<file path="config.mk">
export PLATFORM = sky130hd
export DESIGN_NAME = lfsr_source
export DESIGN_NICKNAME = d
export VERILOG_FILES = /design/src/rtl/lfsr_pkg.sv /design/src/rtl/lfsr_prescaler.sv /design/src/rtl/lfsr_source.sv
export SDC_FILE = /design/constraint.sdc
export NUM_CORES = 1
export LEC_CHECK = 0
export BUFFER_PORTS_ARGS = -buffer_cell sky130_fd_sc_hd__buf_2
export CORE_UTILIZATION = 30
export CTS_CLUSTER_DIAMETER = 120
export DETAILED_ROUTE_END_ITERATION = 8
export HOLD_SLACK_MARGIN = 0.05
export SLEW_MARGIN = 5
export SYNTH_ARGS = -nofsm -noshare
export SYNTH_HDL_FRONTEND = slang
export SYNTH_SLANG_ARGS = --single-unit
</file>
<file path="constraint.sdc">
create_clock -name clk -period 1.32 [get_ports clk]
set_input_delay 0.066 -clock clk [delete_from_list [all_inputs] [get_ports clk]]
set_output_delay 0.066 -clock clk [all_outputs]
set_load 0.01 [all_outputs]
</file>
<file path="src/rtl/lfsr_pkg.sv">
// Shared types and constants for the lfsr_source operand generator:
// FSM state encoding, per-width XNOR tap masks and the lockup pattern.
package lfsr_pkg;

    typedef enum logic [1:0] {
        IDLE = 2'd0,
        RUN  = 2'd1,
        HOLD = 2'd2
    } state_t;

    localparam int MAX_WIDTH = 12;

    // Tap n maps to bit n-1 of the mask.
    localparam logic [MAX_WIDTH-1:0] TAPS_W8  = 12'h0B8;  // taps 8,6,5,4
    localparam logic [MAX_WIDTH-1:0] TAPS_W9  = 12'h110;  // taps 9,5
    localparam logic [MAX_WIDTH-1:0] TAPS_W10 = 12'h240;  // taps 10,7
    localparam logic [MAX_WIDTH-1:0] TAPS_W12 = 12'h829;  // taps 12,6,4,1

    localparam logic [MAX_WIDTH-1:0] LOCKUP = '1;

    function automatic logic [MAX_WIDTH-1:0] tap_mask(input int width);
        case (width)
            8:       return TAPS_W8;
            9:       return TAPS_W9;
            10:      return TAPS_W10;
            12:      return TAPS_W12;
            default: return '0;
        endcase
    endfunction

    function automatic logic width_supported(input int width);
        return (width == 8) || (width == 9) || (width == 10) || (width == 12);
    endfunction

endpackage

</file>
<file path="src/rtl/lfsr_prescaler.sv">
// Divide-by-DIV step prescaler: synchronous clear, freezes when count_en is low,
// tc is high in the enabled cycle that completes a DIV-cycle interval.
module lfsr_prescaler #(
    parameter int DIV = 4
) (
    input  logic clk,
    input  logic reset,
    input  logic clear,
    input  logic count_en,
    output logic tc
);

    localparam int CW = (DIV > 1) ? $clog2(DIV) : 1;
    localparam logic [CW-1:0] LAST = CW'(DIV - 1);

    logic [CW-1:0] count;

    // NOTE: registers are written with non-blocking assignments so every reader in the same edge sees the pre-edge value.
    always_ff @(posedge clk) begin
        if (reset) begin
            count <= '0;
        end else if (clear) begin
            count <= '0;
        end else if (count_en) begin
            count <= (count == LAST) ? '0 : count + 1'b1;
        end
    end

    assign tc = count_en && (count == LAST);

endmodule

</file>
<file path="src/rtl/lfsr_source.sv">
// XNOR-feedback LFSR operand source with prescaled stepping, seed load and hold.
// Optional full-period wrap flag is built only when LFSR_WRAP_FLAG_EN is defined.
module lfsr_source
    import lfsr_pkg::*;
#(
    parameter int WIDTH = 10,
    parameter int DIV   = 4
) (
    input  logic             clk,
    input  logic             reset,
    input  logic             start,
    input  logic             stop,
    input  logic             hold,
    input  logic             load,
    input  logic [WIDTH-1:0] seed,
    output logic [WIDTH-1:0] value,
    output logic             valid,
    output logic             step,
    output logic             wrap
);

    if (!width_supported(WIDTH)) begin : g_bad_width
        $error("lfsr_source: WIDTH must be 8, 9, 10 or 12");
    end
    if (DIV < 1) begin : g_bad_div
        $error("lfsr_source: DIV must be >= 1");
    end

    localparam logic [WIDTH-1:0] TAPS = WIDTH'(tap_mask(WIDTH));
    localparam logic [WIDTH-1:0] LOCK = WIDTH'(LOCKUP);

    state_t           state, state_next;
    logic             start_run;
    logic             run_en;
    logic             presc_clear;
    logic             advance;
    logic             fb;
    logic [WIDTH-1:0] lfsr_next;
    logic [WIDTH-1:0] seed_safe;

    assign fb        = ~(^(value & TAPS));
    assign lfsr_next = {value[WIDTH-2:0], fb};
    // An all-ones seed would lock an XNOR LFSR, so it is replaced by zero.
    assign seed_safe = (seed == LOCK) ? '0 : seed;

    // Load keeps the state unchanged except that a coincident stop still applies.
    always_comb begin
        state_next = state;
        start_run  = 1'b0;
        case (state)
            IDLE: begin
                if (start && !stop && !load) begin
                    state_next = RUN;
                    start_run  = 1'b1;
                end
            end
            RUN: begin
                if (stop)
                    state_next = IDLE;
                else if (hold && !load)
                    state_next = HOLD;
            end
            HOLD: begin
                if (stop)
                    state_next = IDLE;
                else if (!hold && !load)
                    state_next = RUN;
            end
            default: state_next = IDLE;
        endcase
    end

    assign run_en      = (state == RUN) && !stop && !load;
    assign presc_clear = load || start_run || (stop && (state != IDLE));

    lfsr_prescaler #(.DIV(DIV)) u_prescaler (
        .clk      (clk),
        .reset    (reset),
        .clear    (presc_clear),
        .count_en (run_en),
        .tc       (advance)
    );

    always_ff @(posedge clk) begin
        if (reset) begin
            state <= IDLE;
            value <= '0;
            step  <= 1'b0;
        end else begin
            state <= state_next;
            step  <= advance;
            if (load)
                value <= seed_safe;
            else if (advance)
                value <= lfsr_next;
        end
    end

    assign valid = (state != IDLE);

`ifdef LFSR_WRAP_FLAG_EN
    localparam logic [WIDTH-1:0] LAST_STEP = WIDTH'((1 << WIDTH) - 2);

    logic [WIDTH-1:0] ref_value;
    logic [WIDTH-1:0] step_cnt;
    logic             wrap_hit;

    // The advance that completes a full period lands back on the captured value.
    assign wrap_hit = advance && (step_cnt == LAST_STEP) && (lfsr_next == ref_value);

    always_ff @(posedge clk) begin
        if (reset) begin
            ref_value <= '0;
            step_cnt  <= '0;
            wrap      <= 1'b0;
        end else begin
            wrap <= wrap_hit;
            if (load) begin
                ref_value <= seed_safe;
                step_cnt  <= '0;
            end else if (start_run) begin
                ref_value <= value;
                step_cnt  <= '0;
            end else if (advance) begin
                step_cnt <= wrap_hit ? '0 : step_cnt + 1'b1;
            end
        end
    end
`else
    assign wrap = 1'b0;
`endif

endmodule
</file>
==> results of run 1 <==
==> power by group <==
| part | leakage (nW) | total [W] | switching (W) | internal, W |
|---|---|---|---|---|
| sequential | 0.126 | 0.000498 | 0.0000224 | 0.000475 |
| combinational | 0.302 | 0.000179 | 0.0000962 | 0.0000830 |
| clock | 0.0150 | 0.000263 | 0.000145 | 0.000117 |
==> kinds of logic (layout without fill, tap and decap cells) <==
family                   Yosys count  count (layout)  synth area share, %
adder cells (fa/ha/maj)            1               1                 1.54
other                              1               1                0.462
AND/OR/NAND/NOR                   35              36                 25.3
flip-flops                        15              15                 37.0
AO/OA/AOI/OAI                     29              29                 27.9
XOR/XNOR                           1               1                 1.08
buffers and inverters             12              48                 6.78
==> state kept, by name, summed over array words and instances (netlist names) <==
| name | cells |
|---|---|
| state | 2 |
| step | 1 |
| u_prescaler.count | 2 |
| value | 10 |
==> routing by layer <==
layer	global-route usage [%]	wire (microns)	vias to the layer above
met5	0	0	-
met1	22.6	1090	439
met2	30.7	1160	18
li1	-	-	458
met3	5.65	99	4
met4	4.70	18	0
==> synthesized netlist by cell type (all sizes together), types with 2 or more instances <==
master,count
clkbuf,5
nand3b,2
nor3,21
buf,5
o31ai,9
a21oi,2
inv,2
a211oi,2
o21ai,2
nand4,2
a2111oi,9
or3b,2
dfxtp,15
==> worst max path at each step <==
stage / slack [ps] / start / to
2_1_floorplan: -60 / state[0]$_SDFFE_PP0P_ / u_prescaler.count[0]$_SDFFE_PP0P_
5_1_grt: -130 / state[0]$_SDFFE_PP0P_ / u_prescaler.count[0]$_SDFFE_PP0P_
4_1_cts: -40 / state[1]$_SDFFE_PP0P_ / u_prescaler.count[0]$_SDFFE_PP0P_
3_5_place_dp: -170 / u_prescaler.count[0]$_SDFFE_PP0P_ / value[6]$_SDFFE_PP0P_
6_report: -60 / state[1]$_SDFFE_PP0P_ / u_prescaler.count[0]$_SDFFE_PP0P_
3_3_place_gp: -190 / u_prescaler.count[0]$_SDFFE_PP0P_ / value[8]$_SDFFE_PP0P_
==> area by class of cell <==
type,instances,area [sq um]
fillers,246,1330
multi-input cells,68,572
flip-flops and latches,15,305
repair buffers,42,248
well taps,30,37.5
clock buffers,4,26.3
inverters,2,7.51
==> stage by stage <==
| stage | setup TNS, ps | instance area [sq um] |
|---|---|---|
| floorplan | -201 | 816 |
| global placement | -865 | 1020 |
| detailed placement | -1160 | 1020 |
| CTS | -41.8 | 1150 |
| global route | -1000 | 1200 |
| finish | -127 | 1200 |
==> timing repair <==
action,in CTS,in global routing
buffers inserted,4,0
pin swaps,14,0
gates resized for setup,16,15
setup endpoints to repair,13,13
endpoints found under the hold margin,0,0
gates cloned,1,0
==> worst max-delay path, cell delays in order, from the launching register on <==
cell     delay, ps
dfxtp_2        340
or3b_4         400
or4_4          430
a21oi_2        140
==> metrics, run 1 <==
CP arrival=1600 ps; max_slew headroom=63.9%; pre-CTS WS=-173 ps; PwrDens=785 mW/mm^2; Vias=919; hold endpoint=value[5]$_SDFFE_PP0P_; Max FO, Critical Path=4; # hold bufs at CTS=0; peak supply drop=0.000579 V; core footprint=0.00252 sq mm; antenna viol nets, final=0; clk buf depth=2; Post-DP HPWL=1570 microns; H-tree lvl count=1; Startpoint Class=register; Non-Filler Instances=161; Max Freq=722 MHz; total power draw=0.000939 W; LEAKAGE=0.442 nW; Clock Root Buffer=clkbuf_4; Critical Path RT=1530 ps; Max-Cap Viols=0; reg2reg path depth=3; Wirelength per Cell=14.7 microns; Post-synth ARST share=0%; worst hold-check path type=in2reg; beginning of the worst register-to-register path=state[1]$_SDFFE_PP0P_; DRC marker count from the first detailed-route iteration=14; die area=0.00292 sq mm; largest net degree at the start of global routing=26; TritonCTS Sinks=15; WHS Path Cells=3; area share of the largest cell type after synthesis=37.0%; register area share after synthesis=37.0%; r2r endpoint=u_prescaler.count[0]$_SDFFE_PP0P_; Die Ht=54.0 microns; antenna cell count=0; Synth Warn #=0; Total Routing Usage GR=18.3%; Most used DFF post-synth=dfxtp_1; violated checks=negative setup slack; Die W=54.0 microns; layout cells sized above 1=51.9%; # setup viols final=7; nets=149; final wirelength=2360 microns; status=finished, violations left; cts bufs inserted=3; initial antenna violation count=0; hold path startpoint=seed[5]; Starting Density=32.2%; fin crit share=105%; most frequent cells in the layout=buf_2 (27), buf_4 (15), nor3_1 (12), dfxtp_1 (11); Net Count, Synth=111; Routability Congestion=0.762; Worst-Margin Slew=535 ps; Port Buffers=27; CTS tree=yes; num rows=18; kind of critical path=reg2reg; Hold Slack=65.9 ps; Syn Area/Cell=8.64 sq um; vias in the first global route=835; Ports=29; EDFF count, synth=0; RSZ-0062 raised after global routing=true; min Tclk post-route=1380 ps; flop2flop setup slack=-60 ps; most common cell after layout, fill and taps aside=buf_2; flops & latches, synth=15; Worst-path clk slew=90 ps; Layout area overhead=47.3%; global-route wire length before repair=3820 microns; GR Overflow Total=0; Final Skew=0.835 ps; drt drc=0; First-pass DRT Iterations=4; cells after synthesis=94; CP endpoint kind=register; Distinct cells, synth=31; vias per cell=5.71; max-slew violations=0; Synth area leaders=dfxtp_1 (37%), nor3_1 (13%), a2111oi_0 (9.7%); clk_lat worst skew=280 ps; synthesized area=812 sq um; # placed instances=152; setup ws final=-64.2 ps; cell taking the most area after synthesis=dfxtp_1; fin util=47.4%; Final Hold Fails=0
Note: power is estimated with default switching activity, not from simulation.
==> inputs of run 2 (changes only) <==
--- a/config.mk
+++ b/config.mk
@@ -5,10 +5,10 @@
 export SDC_FILE = /design/constraint.sdc
 export NUM_CORES = 1
 export LEC_CHECK = 0
-export BUFFER_PORTS_ARGS = -buffer_cell sky130_fd_sc_hd__buf_2
 export CORE_UTILIZATION = 30
 export CTS_CLUSTER_DIAMETER = 120
 export DETAILED_ROUTE_END_ITERATION = 8
+export DONT_BUFFER_PORTS = 1
 export HOLD_SLACK_MARGIN = 0.05
 export SLEW_MARGIN = 5
 export SYNTH_ARGS = -nofsm -noshare
==> run 2 against run 1 <==
The flow finishes with violations (negative hold slack, negative setup slack). Flip-flop and latch count unchanged. Critical path type unchanged. Worst setup slack worse by 0.81 ps. Design area is 8.5% lower.
==> metrics, run 2 (synthesized netlist as in run 1, its figures left out) <==
CTS tree=yes (unchanged); drt drc=0 (unchanged); Slowest-stage cell, CP=or4_4 (unchanged); Hold Slack=-130 ps (was 65.9 ps); WHS Path Cells=1 (was 3); antenna cell count=0 (unchanged); largest net degree at the start of global routing=27 (was 26); # setup viols final=10 (was 7); die area=0.00292 sq mm (unchanged); # placed instances=125 (was 152); RSZ-0062 raised after global routing=true (unchanged); global-route wire length before repair=3450 microns (was 3820 microns); Ports=29 (unchanged); Final Skew=3.91 ps (was 0.835 ps); Max Freq=722 MHz (about the same); cts bufs inserted=3 (unchanged); peak supply drop=0.000509 V (was 0.000579 V); clk_lat worst skew=280 ps (about the same); number of flip-flops in the largest register=10 (unchanged); CP Cell Sequence=or3b_4 > or4_4 > a21oi_2 (unchanged); flop2flop setup slack=-70 ps (was -60 ps); Startpoint Class=register (unchanged); fin crit share=105% (about the same); CP arrival=1610 ps (was 1600 ps); fin util=43.4% (was 47.4%); reg2reg path depth=3 (unchanged); PwrDens=809 mW/mm^2 (was 785 mW/mm^2); Sw Ratio=26.8% (was 28.1%); Die Ht=54.0 microns (unchanged); Vias=827 (was 919); post-layout instance area=0.00109 sq mm (was 0.00120 sq mm); violated checks=negative hold slack, negative setup slack (was negative setup slack); Post-DP HPWL=1470 microns (was 1570 microns); Max FO, Critical Path=4 (unchanged); final setup TNS=-285 ps (was -127 ps); most frequent cells in the layout=nor3_1 (14), buf_4 (12), dfxtp_1 (12), o31ai_1 (9), nor3_2 (5) (was buf_2 (27), buf_4 (15), nor3_1 (12), dfxtp_1 (11)); Comb pwr share=12.9% (was 19.1%); Layout area overhead=34.8% (was 47.3%); CP endpoint kind=register (unchanged); Non-Filler Instances=136 (was 161); Routability Congestion=0.689 (was 0.762); placed instance area=886 sq um (was 0.00102 sq mm); kind of critical path=reg2reg (unchanged); nets=124 (was 149); Int Power=0.000649 W (was 0.000675 W); clk buf depth=2 (unchanged); Starting Density=32.2% (unchanged); First-pass DRT Iterations=4 (unchanged); antenna viol nets, final=0 (unchanged); Worst-Margin Slew=613 ps (was 535 ps); num rows=18 (unchanged); Clock Root Buffer=clkbuf_4 (unchanged); Top Registers=value: 10 flops, state: 2 flops, u_prescaler.count: 2 flops (unchanged); core footprint=0.00252 sq mm (unchanged); Wirelength per Cell=16.6 microns (was 14.7 microns); # hold bufs at CTS=3 (was 0); setup ws final=-65.1 ps (was -64.2 ps); worst stage delay on the critical path=420 ps (was 430 ps); Filler cells=250 (was 246); Die W=54.0 microns (unchanged); max_slew headroom=59.0% (was 63.9%); vias in the first global route=722 (was 835); Sequential Power Share=57.7% (was 53.0%); initial antenna violation count=0 (unchanged); layout cells sized above 1=35.8% (was 51.9%); clock network power share=29.4% (was 28.0%); Port Buffers=0 (was 27); Worst-path clk slew=90 ps (about the same); min Tclk post-route=1390 ps (was 1380 ps); LEAKAGE=0.343 nW (was 0.442 nW); DRC marker count from the first detailed-route iteration=13 (was 14); Final Hold Fails=13 (was 0); TritonCTS Sinks=15 (unchanged); GR Overflow Total=0 (unchanged); status=finished, violations left (unchanged); worst hold-check path type=in2reg (unchanged); vias per cell=6.08 (was 5.71); final wirelength=2260 microns (was 2360 microns); Critical Path RT=1540 ps (was 1530 ps); max-slew violations=0 (unchanged); most common cell after layout, fill and taps aside=nor3_1 (was buf_2); Total Routing Usage GR=17.1% (was 18.3%); Top reg by flops=value (unchanged); H-tree lvl count=1 (unchanged); Sw Pwr=0.000237 W (was 0.000264 W); Max-Cap Viols=0 (unchanged)
## run 2: cell count changes in the layout (fill, tap and decap cells not counted), moves of 3 or more
cell and delta:
buf_4 -3, dlygate4sd3_1 +3, nor3_2 -4, buf_2 -27
## run 2: per-stage QoR
stage / setup WS [ps] / hold WS, ps / power [W]
after floorplan: -62.6 / 149 / 0.000588
after global placement: -159 / 135 / 0.000594
after detailed placement: -144 / 138 / 0.000595
after CTS: -38.6 / -118 / 0.000883
after global routing: -97.9 / -148 / 0.000935
final: -65.1 / -130 / 0.000886
## run 2: per-layer routing
layer	global-route usage [%]	share of wire [%]	wire (microns)
met1	18.7	41	926
met2	28.8	49	1100
met3	8.76	8.0	180
met4	5.13	1.9	43
met5	0	0	0
## run 2: power groups by stage
stage / Sequential [W] / Combinational, W / Clock, W
detailed placement: 0.000520 / 0.0000757 / 0
floorplan: 0.000512 / 0.0000759 / 0
global placement: 0.000520 / 0.0000737 / 0
finish: 0.000512 / 0.000114 / 0.000260
global route: 0.000516 / 0.000125 / 0.000294
CTS: 0.000508 / 0.000101 / 0.000274
## run 2: path summary, 6_finish.rpt
check | startpoint | endpoint
hold / removal | load | value[3]$_SDFFE_PP0P_
setup reg to reg | state[0]$_SDFFE_PP0P_ | u_prescaler.count[0]$_SDFFE_PP0P_
hold reg to reg | u_prescaler.count[1]$_SDFFE_PP0P_ | u_prescaler.count[1]$_SDFFE_PP0P_
setup / recovery | state[0]$_SDFFE_PP0P_ | u_prescaler.count[0]$_SDFFE_PP0P_
## run 2: layout make-up
| type | instances | area, sq um | area share [%] |
|---|---|---|---|
| Timing Repair Buffer | 17 | 143 | 13.0 |
| Tap cell | 30 | 37.5 | 3.43 |
| Clock buffer | 4 | 26.3 | 2.40 |
| Multi-Input combinational cell | 68 | 574 | 52.5 |
| Sequential cell | 15 | 307 | 28.0 |
| Inverter | 2 | 7.51 | 0.686 |
## run 2: critical path, delay by kind of cell (launching register included)
family | cells | cell delay [ps]
compound gates | 1 | 120
simple gates | 2 | 820
flops | 1 | 370
## run 2: what timing repair did
action | in CTS | in global routing
setup buffers | 3 | 0
endpoints found under the setup margin | 13 | 13
resized for setup | 12 | 20
pin swaps | 14 | 0
cloned | 1 | 0
hold endpoints to repair | 15 | 13
==> inputs of run 3 (changes only) <==
--- a/config.mk
+++ b/config.mk
@@ -10,6 +10,7 @@
 export DETAILED_ROUTE_END_ITERATION = 8
 export DONT_BUFFER_PORTS = 1
 export HOLD_SLACK_MARGIN = 0.05
+export REMOVE_ABC_BUFFERS = 1
 export SLEW_MARGIN = 5
 export SYNTH_ARGS = -nofsm -noshare
 export SYNTH_HDL_FRONTEND = slang
==> run 3 against run 2 <==
The flow still finishes with violations (negative hold slack, negative setup slack). Combinational power decreased by 9.6%. Sequential share of layout area increased by 1.9 points. Global-route usage decreased by 0.69 points. Worst hold slack improved by 9.7 ps. Non-clock buffer count decreased by 3. Critical path type unchanged. Critical endpoint unchanged. Largest power group unchanged.
==> metrics, run 3 (synthesized netlist as in run 1, its figures left out) <==
Total Routing Usage GR=16.4% (was 17.1%); CP endpoint kind=register (unchanged); Sw Ratio=26.5% (was 26.8%); CTS tree=yes (unchanged); Die W=54.0 microns (unchanged); Port Buffers=0 (unchanged); most common cell after layout, fill and taps aside=nor3_1 (unchanged); Startpoint Class=register (unchanged); max_slew headroom=62.6% (was 59.0%); Top Registers=value: 10 flops, state: 2 flops, u_prescaler.count: 2 flops (unchanged); kind of critical path=reg2reg (unchanged); final wirelength=2330 microns (was 2260 microns); area of the multi-input gates=543 sq um (was 574 sq um); Vias=809 (was 827); Critical Path RT=1530 ps (was 1540 ps); clk buf depth=2 (unchanged); Clock Root Buffer=clkbuf_4 (unchanged); drt drc=0 (unchanged); Slowest-stage cell, CP=or4_1 (was or4_4); Final Hold Fails=12 (was 13); worst stage delay on the critical path=430 ps (was 420 ps); Max-Cap Viols=0 (unchanged); worst hold-check path type=in2reg (unchanged); core footprint=0.00252 sq mm (unchanged); fin util=41.1% (was 43.4%); r2r endpoint=u_prescaler.count[0]$_SDFFE_PP0P_ (unchanged); setup ws final=-47.9 ps (was -65.1 ps); # setup viols final=8 (was 10); CP Cell Sequence=or3b_4 > or4_1 > a21oi_2 (was or3b_4 > or4_4 > a21oi_2); DRC marker count from the first detailed-route iteration=12 (was 13); Sequential Power Share=57.9% (was 57.7%); clk_lat worst skew=280 ps (about the same); Filler cells=274 (was 250); Post-DP HPWL=1410 microns (was 1470 microns); number of flip-flops in the largest register=10 (unchanged); layout cells sized above 1=31.1% (was 35.8%); hold path startpoint=load (unchanged); Die Ht=54.0 microns (unchanged); Worst-path clk slew=90 ps (about the same); H-tree lvl count=1 (unchanged); vias in the first global route=678 (was 722); beginning of the worst register-to-register path=state[0]$_SDFFE_PP0P_ (unchanged); CP arrival=1580 ps (was 1610 ps); Layout area overhead=27.7% (was 34.8%); Final Skew=4.47 ps (was 3.91 ps); Reg area=310 sq um (was 307 sq um); LEAKAGE=0.313 nW (was 0.343 nW); total power draw=0.000873 W (was 0.000886 W); PwrDens=841 mW/mm^2 (was 809 mW/mm^2); RSZ-0062 raised after global routing=true (unchanged); Worst-Margin Slew=560 ps (was 613 ps); reg2reg path depth=3 (unchanged); num rows=18 (unchanged); # placed instances=123 (was 125); WHS Path Cells=1 (unchanged); antenna cell count=0 (unchanged); GR Overflow Total=0 (unchanged); Top reg by flops=value (unchanged); Ports=29 (unchanged); Hold Slack=-120 ps (was -130 ps); Comb pwr share=11.8% (was 12.9%); peak supply drop=0.000750 V (was 0.000509 V); cts bufs inserted=3 (unchanged); Sw Pwr=0.000232 W (was 0.000237 W); initial antenna violation count=0 (unchanged); vias per cell=6.08 (about the same); flop2flop setup slack=-50 ps (was -70 ps); Max FO, Critical Path=4 (unchanged); most frequent cells in the layout=nor3_1 (16), buf_4 (11), dfxtp_1 (11), o31ai_1 (9), a2111oi_1 (6) (was nor3_1 (14), buf_4 (12), dfxtp_1 (12), o31ai_1 (9), nor3_2 (5)); hold endpoint=value[6]$_SDFFE_PP0P_ (was value[3]$_SDFFE_PP0P_); TritonCTS Sinks=15 (unchanged); violated checks=negative hold slack, negative setup slack (unchanged); min Tclk post-route=1370 ps (was 1390 ps); fin crit share=104% (was 105%); Max Freq=731 MHz (was 722 MHz); Non-Filler Instances=133 (was 136); Routability Congestion=0.780 (was 0.689); antenna viol nets, final=0 (unchanged); max-slew violations=0 (unchanged); die area=0.00292 sq mm (unchanged); nets=121 (was 124); First-pass DRT Iterations=6 (was 4); status=finished, violations left (unchanged); Starting Density=32.2% (unchanged); largest net degree at the start of global routing=27 (unchanged); Int Power=0.000641 W (was 0.000649 W); Wirelength per Cell=17.5 microns (was 16.6 microns); global-route wire length before repair=3360 microns (was 3450 microns); clock network power share=30.3% (was 29.4%)
==> run 3: area by class of cell <==
cell class	count	share of cell area (%)
Tap cell	30	3.62
Clock buffer	4	2.53
Multi-Input combinational cell	68	52.4
Sequential cell	15	29.9
Inverter	2	0.724
Timing Repair Buffer	14	10.9
==> run 3: how the worst max path moves through the flow <==
stage	startpoint	cells after the start	endpoint	slack [ps]
6_report	state[0]$_SDFFE_PP0P_	3	u_prescaler.count[0]$_SDFFE_PP0P_	-50
2_1_floorplan	state[0]$_SDFFE_PP0P_	3	u_prescaler.count[0]$_SDFFE_PP0P_	-180
3_3_place_gp	u_prescaler.count[0]$_SDFFE_PP0P_	4	value[4]$_SDFFE_PP0P_	-140
3_5_place_dp	u_prescaler.count[0]$_SDFFE_PP0P_	4	value[4]$_SDFFE_PP0P_	-190
4_1_cts	state[0]$_SDFFE_PP0P_	3	u_prescaler.count[0]$_SDFFE_PP0P_	-40
5_1_grt	state[0]$_SDFFE_PP0P_	4	value[4]$_SDFFE_PP0P_	-80
==> run 3: metrics by stage <==
stage | TNS, ps | setup WS [ps] | hold slack, ps | area, sq um
5_1_grt | -851 | -84.6 | -155 | 1040
3_5_place_dp | -1140 | -190 | 143 | 870
6_report | -145 | -47.9 | -120 | 1040
3_3_place_gp | -788 | -139 | 143 | 870
4_1_cts | -161 | -35.7 | -165 | 960
2_1_floorplan | -314 | -183 | 139 | 764
==> run 3: critical path: cells and delay by family (launching register included) <==
family / cells / cell delay (ps)
flops: 1 / 360
compound gates: 1 / 130
simple gates: 2 / 820
==> run 3: timing repair <==
item | 4_1_cts | 5_1_grt
endpoints found under the setup margin | 13 | 13
gates resized for setup | 9 | 18
hold endpoints to repair | 15 | 14
pin swaps | 8 | 5
cloned | 1 | 0
buffers inserted | 2 | 0
hold buffers | 1 | 2
==> run 3: power by group through the flow <==
stage          Clock, W  Combinational (W)  Sequential [W]
3_3_place_gp          0          0.0000714        0.000518
3_5_place_dp          0          0.0000726        0.000518
6_report       0.000264           0.000103        0.000506
5_1_grt        0.000311           0.000113        0.000511
2_1_floorplan         0          0.0000567        0.000512
4_1_cts        0.000278          0.0000857        0.000506
==> run 3: per-layer routing <==
| metal | GRT usage (%) | up-vias | wire length [microns] |
|---|---|---|---|
| met4 | 2.56 | 0 | 0 |
| met3 | 9.04 | 0 | 308 |
| met1 | 21.5 | 370 | 983 |
| li1 | - | 393 | - |
| met5 | 0 | - | 0 |
| met2 | 23.9 | 46 | 1040 |
